$ cat src/rtl/usec_timer.sv
// Microsecond timer with one-shot, periodic and gate-width measure modes, driven by a CLKSPDMHZ-cycle prescaler.
// done/capture_valid/timeout pulse combinationally in the completing cycle; busy/count/capture are registered.
module usec_timer #(
  parameter int CLKSPDMHZ = 100,
  parameter int WIDTH     = 32
) (
  input  logic             clk,
  input  logic             reset,
  input  logic             enable,
  input  logic             start,
  input  logic             abort,
  input  logic [1:0]       mode,
  input  logic [WIDTH-1:0] micros_len,
  input  logic             gate,
  output logic             done,
  output logic             busy,
  output logic [WIDTH-1:0] count,
  output logic [WIDTH-1:0] capture,
  output logic             capture_valid,
  output logic             timeout
);
  localparam int            PW        = (CLKSPDMHZ > 1) ? $clog2(CLKSPDMHZ) : 1;
  localparam logic [PW-1:0] PRESC_MAX = PW'(CLKSPDMHZ - 1);

  typedef enum logic [1:0] {S_IDLE, S_RUN, S_ARM, S_MEAS} state_t;

  state_t           r_state, w_state_nxt;
  logic [PW-1:0]    r_presc, w_presc_nxt, w_presc_adv;
  logic [WIDTH-1:0] r_count, w_count_nxt, w_count_adv;
  logic [WIDTH-1:0] r_len, w_len_nxt;
  logic [WIDTH-1:0] r_capture, w_capture_nxt;
  logic [1:0]       r_mode, w_mode_nxt;
  logic             r_gate_prev;
  logic             w_tick, w_zero, w_reach, w_rise, w_fall;
  logic             w_done, w_cv, w_to;

  assign w_tick      = enable && (r_state != S_IDLE) && (r_presc == PRESC_MAX);
  assign w_presc_adv = w_tick ? '0 : r_presc + 1'b1;
  assign w_count_adv = w_tick ? r_count + 1'b1 : r_count;
  assign w_zero      = (r_len == '0);
  // A zero length completes on the first cycle after start, without waiting for a tick.
  assign w_reach     = w_zero || (w_tick && (w_count_adv == r_len));
  assign w_rise      = gate && !r_gate_prev;
  assign w_fall      = !gate && r_gate_prev;

  always_comb begin
    w_state_nxt   = r_state;
    w_presc_nxt   = r_presc;
    w_count_nxt   = r_count;
    w_len_nxt     = r_len;
    w_mode_nxt    = r_mode;
    w_capture_nxt = r_capture;
    w_done        = 1'b0;
    w_cv          = 1'b0;
    w_to          = 1'b0;
    if (abort) begin
      w_state_nxt = S_IDLE;
    end else if (enable) begin
      if (start) begin
        w_mode_nxt  = mode;
        w_len_nxt   = micros_len;
        w_count_nxt = '0;
        w_presc_nxt = '0;
        w_state_nxt = (mode == 2'b10) ? S_ARM : S_RUN;
      end else begin
        case (r_state)
          S_RUN: begin
            w_presc_nxt = w_presc_adv;
            w_count_nxt = w_count_adv;
            if (w_reach) begin
              w_done = 1'b1;
              if (w_zero) begin
                w_count_nxt = r_count;
                w_state_nxt = S_IDLE;
              end else if (r_mode == 2'b01) begin
                w_count_nxt = '0;
              end else begin
                w_state_nxt = S_IDLE;
              end
            end
          end
          S_ARM, S_MEAS: begin
            w_presc_nxt = w_presc_adv;
            w_count_nxt = w_count_adv;
            // Gate fall beats the length-reaching tick so a full-length echo still reports its width.
            if ((r_state == S_MEAS) && w_fall) begin
              w_capture_nxt = w_count_adv;
              w_cv          = 1'b1;
              w_done        = 1'b1;
              w_state_nxt   = S_IDLE;
            end else if (w_reach) begin
              w_to          = 1'b1;
              w_done        = 1'b1;
              w_capture_nxt = '1;
              w_state_nxt   = S_IDLE;
              if (w_zero) w_count_nxt = r_count;
            end else if ((r_state == S_ARM) && w_rise) begin
              w_count_nxt = '0;
              w_presc_nxt = '0;
              w_state_nxt = S_MEAS;
            end
          end
          default: begin
          end
        endcase
      end
    end
  end

  always_ff @(posedge clk or negedge reset) begin
    if (!reset) begin
      r_state     <= S_IDLE;
      r_presc     <= '0;
      r_count     <= '0;
      r_len       <= '0;
      r_mode      <= 2'b00;
      r_capture   <= '0;
      r_gate_prev <= 1'b0;
    end else begin
      r_state   <= w_state_nxt;
      r_presc   <= w_presc_nxt;
      r_count   <= w_count_nxt;
      r_len     <= w_len_nxt;
      r_mode    <= w_mode_nxt;
      r_capture <= w_capture_nxt;
      if (enable) r_gate_prev <= gate;
    end
  end

  assign done          = w_done;
  assign busy          = (r_state != S_IDLE);
  assign count         = r_count;
  assign capture       = r_capture;
  assign capture_valid = w_cv;
  assign timeout       = w_to;

endmodule
$ cat config.mk
export PLATFORM = sky130hd
export DESIGN_NAME = usec_timer
export DESIGN_NICKNAME = d
export VERILOG_FILES = /design/src/rtl/usec_timer.sv
export SDC_FILE = /design/constraint.sdc
export NUM_CORES = 1
export LEC_CHECK = 0
export ABC_AREA = 1
export BUFFER_PORTS_ARGS = -buffer_cell sky130_fd_sc_hd__buf_2
export CORE_AREA = 2 2 233 120
export DETAILED_ROUTE_END_ITERATION = 10
export DIE_AREA = 0 0 235 122
export PLACE_DENSITY = 0.43
export REMOVE_ABC_BUFFERS = 1
export SLEW_MARGIN = 10
export SYNTH_ARGS = -nofsm -noshare
export SYNTH_HDL_FRONTEND = slang
export SYNTH_SLANG_ARGS = --single-unit
$ cat constraint.sdc
create_clock -name clk -period 4.2 [get_ports clk]
set_clock_uncertainty 0.15 [all_clocks]
set_input_delay 0.84 -clock clk [delete_from_list [all_inputs] [get_ports clk]]
set_output_delay 0.84 -clock clk [all_outputs]
set_load 0.05 [all_outputs]
== Word-level counts from Yosys, hierarchy flattened ==
Index checks and enable logic that the tools add are counted.

* Bitwise operators: 2
* Add/sub/neg operators: 2
* Eq/ne operators: 12
* Multiplexer cells: 45
* Reductions and logical operators: 22

{| class="wikitable"
|+ Operator list
! kind !! number
|-
| $mux 32 || 11
|-
| $pmux 32 s2 || 1
|-
| $mux 7 || 5
|-
| $add 32x1->32 const B || 1
|-
| $eq 32x32->1 || 1
|-
| $logic_not 32->1 || 1
|-
| $mux 2 || 10
|-
| $mux 1 || 15
|-
| $reduce_and 5->1 || 3
|-
| $pmux 7 s2 || 1
|-
| $ne 5x5->1 const B || 2
|-
| $ne 4x4->1 const B || 2
|-
| $add 7x1->7 const B || 1
|-
| $eq 7x7->1 const B || 1
|-
| $logic_and 1x1->1 || 7
|-
| $eq 2x2->1 const B || 3
|-
| $ne 6x6->1 const B || 1
|-
| $reduce_and 3->1 || 2
|-
| $reduce_bool 2->1 || 3
|-
| $eq 2x1->1 const B || 2
|-
| $pmux 2 s2 || 1
|-
| $reduce_bool 4->1 || 1
|-
| $reduce_bool 3->1 || 1
|-
| $logic_not 1->1 || 2
|-
| other kinds (4) || 5
|}

* Input bits: 40
* Output and inout port bits: 68
* Bits in registers: 108
* Word-level logic and storage cells: 90

== Logic depth before layout (Yosys ltp) ==
* Depth after elaboration: 13
* Depth in mapped cells: 23

== Worst setup path before layout ==
Ideal clock, no wire load.

* Kind: register to output
* Start: register r_count[0], in the netlist count[0]
* End: output port timeout
* Slack: -0.604 ns
* Data required time: 3.210 ns
* Cell stages (with the launch flop): 18
* Arrival time: 3.814 ns
* Cells stage by stage: dfrtp_1 > ha_1 > nand2_1 > nor2_1 > nand3_1 > nor2_2 > nand3_1 > nand2_1 > nand2_1 > nand2_1 > nand2_1 > nor2_1 > nand2_1 > nor2_1 > nand3_2 > nand2_2 > inv_2 > nor4_1

* Word-level cells in the longest chain between the ends: 11

{| class="wikitable"
|+ Ends and longest elaborated chain
! element !! RTL line !! text
|-
| start, declared || 29 || <nowiki>logic [WIDTH-1:0] r_count, w_count_nxt, w_count_adv;</nowiki>
|-
| start signal, assigned || 122 || <nowiki>r_count <= w_count_nxt;</nowiki>
|-
| $add 32x1->32 || 39 || <nowiki>assign w_count_adv = w_tick ? r_count + 1'b1 : r_count;</nowiki>
|-
| $mux 32 * || 39 ||
|-
| $eq 32x32->1 * || 42 || <nowiki>assign w_reach = w_zero || (w_tick && (w_count_adv == r_len));</nowiki>
|-
| $logic_and 1x1->1 * || 42 ||
|-
| $logic_or 1x1->1 * || 42 ||
|-
| $mux 1 * || 91 || <nowiki>end else if (w_reach) begin</nowiki>
|-
| $mux 1 * || 86 || <nowiki>if ((r_state == S_MEAS) && w_fall) begin</nowiki>
|-
| $mux 1 * || 66 || <nowiki>case (r_state)</nowiki>
|-
| $mux 1 * || 59 || <nowiki>if (start) begin</nowiki>
|-
| $mux 1 * || 58 || <nowiki>end else if (enable) begin</nowiki>
|-
| $mux 1 * || 56 || <nowiki>if (abort) begin</nowiki>
|-
| end, declared || 20 || <nowiki>output logic timeout</nowiki>
|}

Mark *: on every way between the ends. The rest lies on a longest branch, timed or not.

== Final worst setup path ==
* Start: register r_presc[1]
* End: output port timeout

* Word-level cells in the longest chain between the ends: 12

{| class="wikitable"
|+ Ends and longest elaborated chain
! element !! RTL line !! text
|-
| start, declared || 28 || <nowiki>logic [PW-1:0] r_presc, w_presc_nxt, w_presc_adv;</nowiki>
|-
| start signal, assigned || 121 || <nowiki>r_presc <= w_presc_nxt;</nowiki>
|-
| $eq 7x7->1 * || 37 || <nowiki>assign w_tick = enable && (r_state != S_IDLE) && (r_presc == PRESC_MAX);</nowiki>
|-
| $logic_and 1x1->1 * || 37 ||
|-
| $mux 32 || 39 ||
|-
| $eq 32x32->1 || 42 ||
|-
| $logic_and 1x1->1 * || 42 ||
|-
| $logic_or 1x1->1 * || 42 ||
|-
| $mux 1 * || 91 ||
|-
| $mux 1 * || 86 ||
|-
| $mux 1 * || 66 ||
|-
| $mux 1 * || 59 ||
|-
| $mux 1 * || 58 ||
|-
| $mux 1 * || 56 ||
|}

Marked as above.

==> results.md <==
- Final Cycle Share: 99.44%
- WL final: 26090 um
- Non-Filler Instances: 1495
- Actual slew at the worst max-slew pin: 0.7111 ns
- Fin area: 9074 um^2
- Final RePlAce weighted congestion: 0.8641
- DP Cell Count: 1453
- Cell Rows: 43
- Clock root buffer: clkbuf_16
- Post-CTS Hold Fix Bufs: 0
- # nets final: 1172
- Core footprint: 26950 um^2
- Clk buf depth: 2
- Synthesized instance count: 919
- Worst r2r path cells: 31
- Synthesized cell area: 6556 um^2
- Io pins: 108
- Hold path depth: 2
- Post-DRT Antenna Nets: 0
- # diodes: 0
- Tmin final: 4.177 ns
- Hold Path Sink: r_mode[1]
- Type of destination of the critical path: output port
- Total CTS buffers: 9
- Syn_area_per_cell: 7.134 um^2
- Register bit total from synthesis: 108
- Die X: 235 um
- Type of the most critical hold path: reg2reg
- Reg2Reg Capture Point: capture[14]
- Detailed-route DRC error count: 0
- Critical path class: reg2out
- CTS H-tree lvls: 3
- Cell Area, Placed: 8197 um^2
- Register area share after synthesis: 41.22%
- Post-synthesis cell type count: 39
- Critical hold path startpoint: r_mode[1]
- Arr. time, crit path: 3.19 ns
- RSZ-0062 raised after global routing: yes
- Worst skew pair latency: 0.38 ns
- Routed via count: 6783
- Drt pass-1 iters: 6
- PwrDens: 301.5 nW/um^2
- CTS tree: done
- Vias per std cell: 4.537
- Most frequent cells in the layout: nand2_1 (262), inv_1 (124), buf_4 (110)
- Vias in the first global route: 6545
- FFs w/ async S/R, synth: 100.0%
- Fraction of layout cells with a size suffix above 1: 32.07%
- GR Util All Layers: 18.76%
- Final setup fails: 0
- CTS sink cnt: 108
- Drt wl/cell: 17.45 um
- Initial antenna violation count: 0
- Largest fanout on the critical path: 4
- First-pass GRT wire length: 40300 um
- Ys Warns: 0
- Starting Density: 24.32%
- Outcome: complete, no violations
- IO Port Bufs: 107
- Total grt overflow: 0
- Final Hold Viols: 0
- Slew Viols, Final: 0
- Largest net degree at the start of global routing: 61
- Post-synth EDFFs: 0
- Die ar.: 28670 um^2
- Commonest non-fill, non-tap cell in the layout: nand2_1
- Post-DP HPWL: 19440 um
- Area Growth Syn to Fin: 38.40%
- Launching point of the worst reg2reg path: r_presc[1]
- Critical path data required time: 3.21 ns
- CP Launch Type: flip-flop
- Most used flip-flop cell after synthesis: dfrtp_1
- Fillcell total: 2967
- Die Ht: 122 um
- Peak Freq: 239.4 MHz
- Reg-to-reg setup timing slack: 0.05 ns
- Leak: 4.627 nW
- Worst vdd ir: 0.1822 mV
- MaxCap Viol Count: 0
- Slew margin rel.: 52.59%
- Clock Pin Slew Worst Setup and Hold Paths: 0.07 ns
- Initial DRC count: 504
-- worst max path at each step --
| stage | start | end | slack, ns |
|---|---|---|---|
| 6_report | r_presc[1] | timeout | 0.02 |
| 5_1_grt | r_presc[1] | timeout | -0.19 |
| 4_1_cts | r_presc[0] | timeout | 0.006 |
| 3_5_place_dp | enable | done | -0.33 |
| 3_3_place_gp | enable | done | -0.33 |
| 2_1_floorplan | count[0] | done | -0.70 |
-- critical path: stages, from the launching register on --
cell and delay (ns):
dfrtp_1 0.42, ha_4 0.17, nand2_2 0.07, nor2_4 0.13
nand3_2 0.13, buf_12 0.16, buf_4 0.13, nor2_4 0.09
buf_6 0.12, buf_6 0.10, nand3_2 0.06, nand3b_1 0.10
nand2_1 0.07, nor2_2 0.11, nand2_2 0.09, nor2_2 0.10
nand3_2 0.15, nand2_4 0.14, inv_2 0.07, nor4_4 0.12
buf_4 0.16, buf_12 0.13
-- power by group --
part	leakage (nW)	internal, mW	total, mW	switching (mW)
logic	3.23	0.193	0.592	0.399
clock network	0.153	0.480	0.912	0.433
registers	1.24	1.14	1.23	0.0919
total	4.63	1.81	2.74	0.924
-- cell usage after synthesis, types with 7 or more instances --
master	instances	area (um^2)
inv_2	7	26.28
nand2_1	284	1066
buf_2	7	35.03
o21ai_0	8	40.04
inv_1	127	476.7
nand3_1	67	335.3
a21oi_1	40	200.2
clkbuf_1	12	45.04
nor2_2	7	43.79
mux2_2	9	101.4
nor4_1	8	50.05
o21ai_1	10	50.05
nand4_1	38	237.7
nand3b_1	7	52.55
xor2_1	10	87.58
dfrtp_1	108	2703
a22oi_1	10	75.07
nor2_1	112	420.4
a22oi_2	10	125.1
-- layer usage --
layer / GRT usage [%] / up-vias / wire length, um
li1: - / 3354 / -
met1: 30.68 / 3200 / 14510
met2: 23.88 / 210 / 9520
met3: 4.781 / 19 / 1842
met4: 3.006 / 0 / 217
met5: 0 / - / 0
-- sequential cells by signal, summed over array words and instances (netlist names) --
signal	count
r_presc	7
r_len	32
r_mode	2
count	32
r_state	2
r_gate_prev	1
capture	32
-- final cells by class --
| class | instances | area (um^2) | area share [%] |
|---|---|---|---|
| multi-input cells | 648 | 3520 | 38.79 |
| inverters | 135 | 511.7 | 5.640 |
| repair buffers | 228 | 1579 | 17.40 |
| flip-flops and latches | 108 | 2711 | 29.88 |
| clock buffers | 10 | 239.0 | 2.634 |
| well taps | 360 | 450.4 | 4.964 |
| clock inverters | 6 | 62.56 | 0.6895 |
-- kinds of logic (layout without fill, tap and decap cells) --
logic type      after synthesis  count (layout)  share of synthesized area (%)
flops                       108             108                          41.22
mux                          10              10                          1.699
fa+ha+maj                     2               2                         0.3816
simple gates                537             537                          35.52
buf+inv                     163             379                          10.10
compound gates               82              82                          8.149
xor+xnor                     17              17                          2.939
-- stage by stage --
| stage | total power [mW] | setup slack [ns] | setup TNS, ns | utilization [%] | hold WS [ns] |
|---|---|---|---|---|---|
| 2_1_floorplan | 1.592 | -0.6999 | -1.332 | - | 0.3037 |
| 3_3_place_gp | 1.822 | -0.3338 | -0.6003 | 30.41 | 0.3436 |
| 3_5_place_dp | 1.823 | -0.3284 | -0.6250 | 30.41 | 0.3326 |
| 4_1_cts | 2.759 | 0.005507 | 0 | 32.83 | 0.3527 |
| 5_1_grt | 2.878 | -0.1885 | -0.4663 | 33.66 | 0.3903 |
| 6_report | 2.736 | 0.02337 | 0 | 33.66 | 0.3483 |
-- what timing repair did --
| action | CTS | global route |
|---|---|---|
| gates resized for setup | 52 | 57 |
| cloned | 1 | 0 |
| buffers inserted | 22 | 4 |
| setup endpoints to repair | 2 | 4 |
| pin swaps | 12 | 21 |
(Power assumes the default switching activity.)
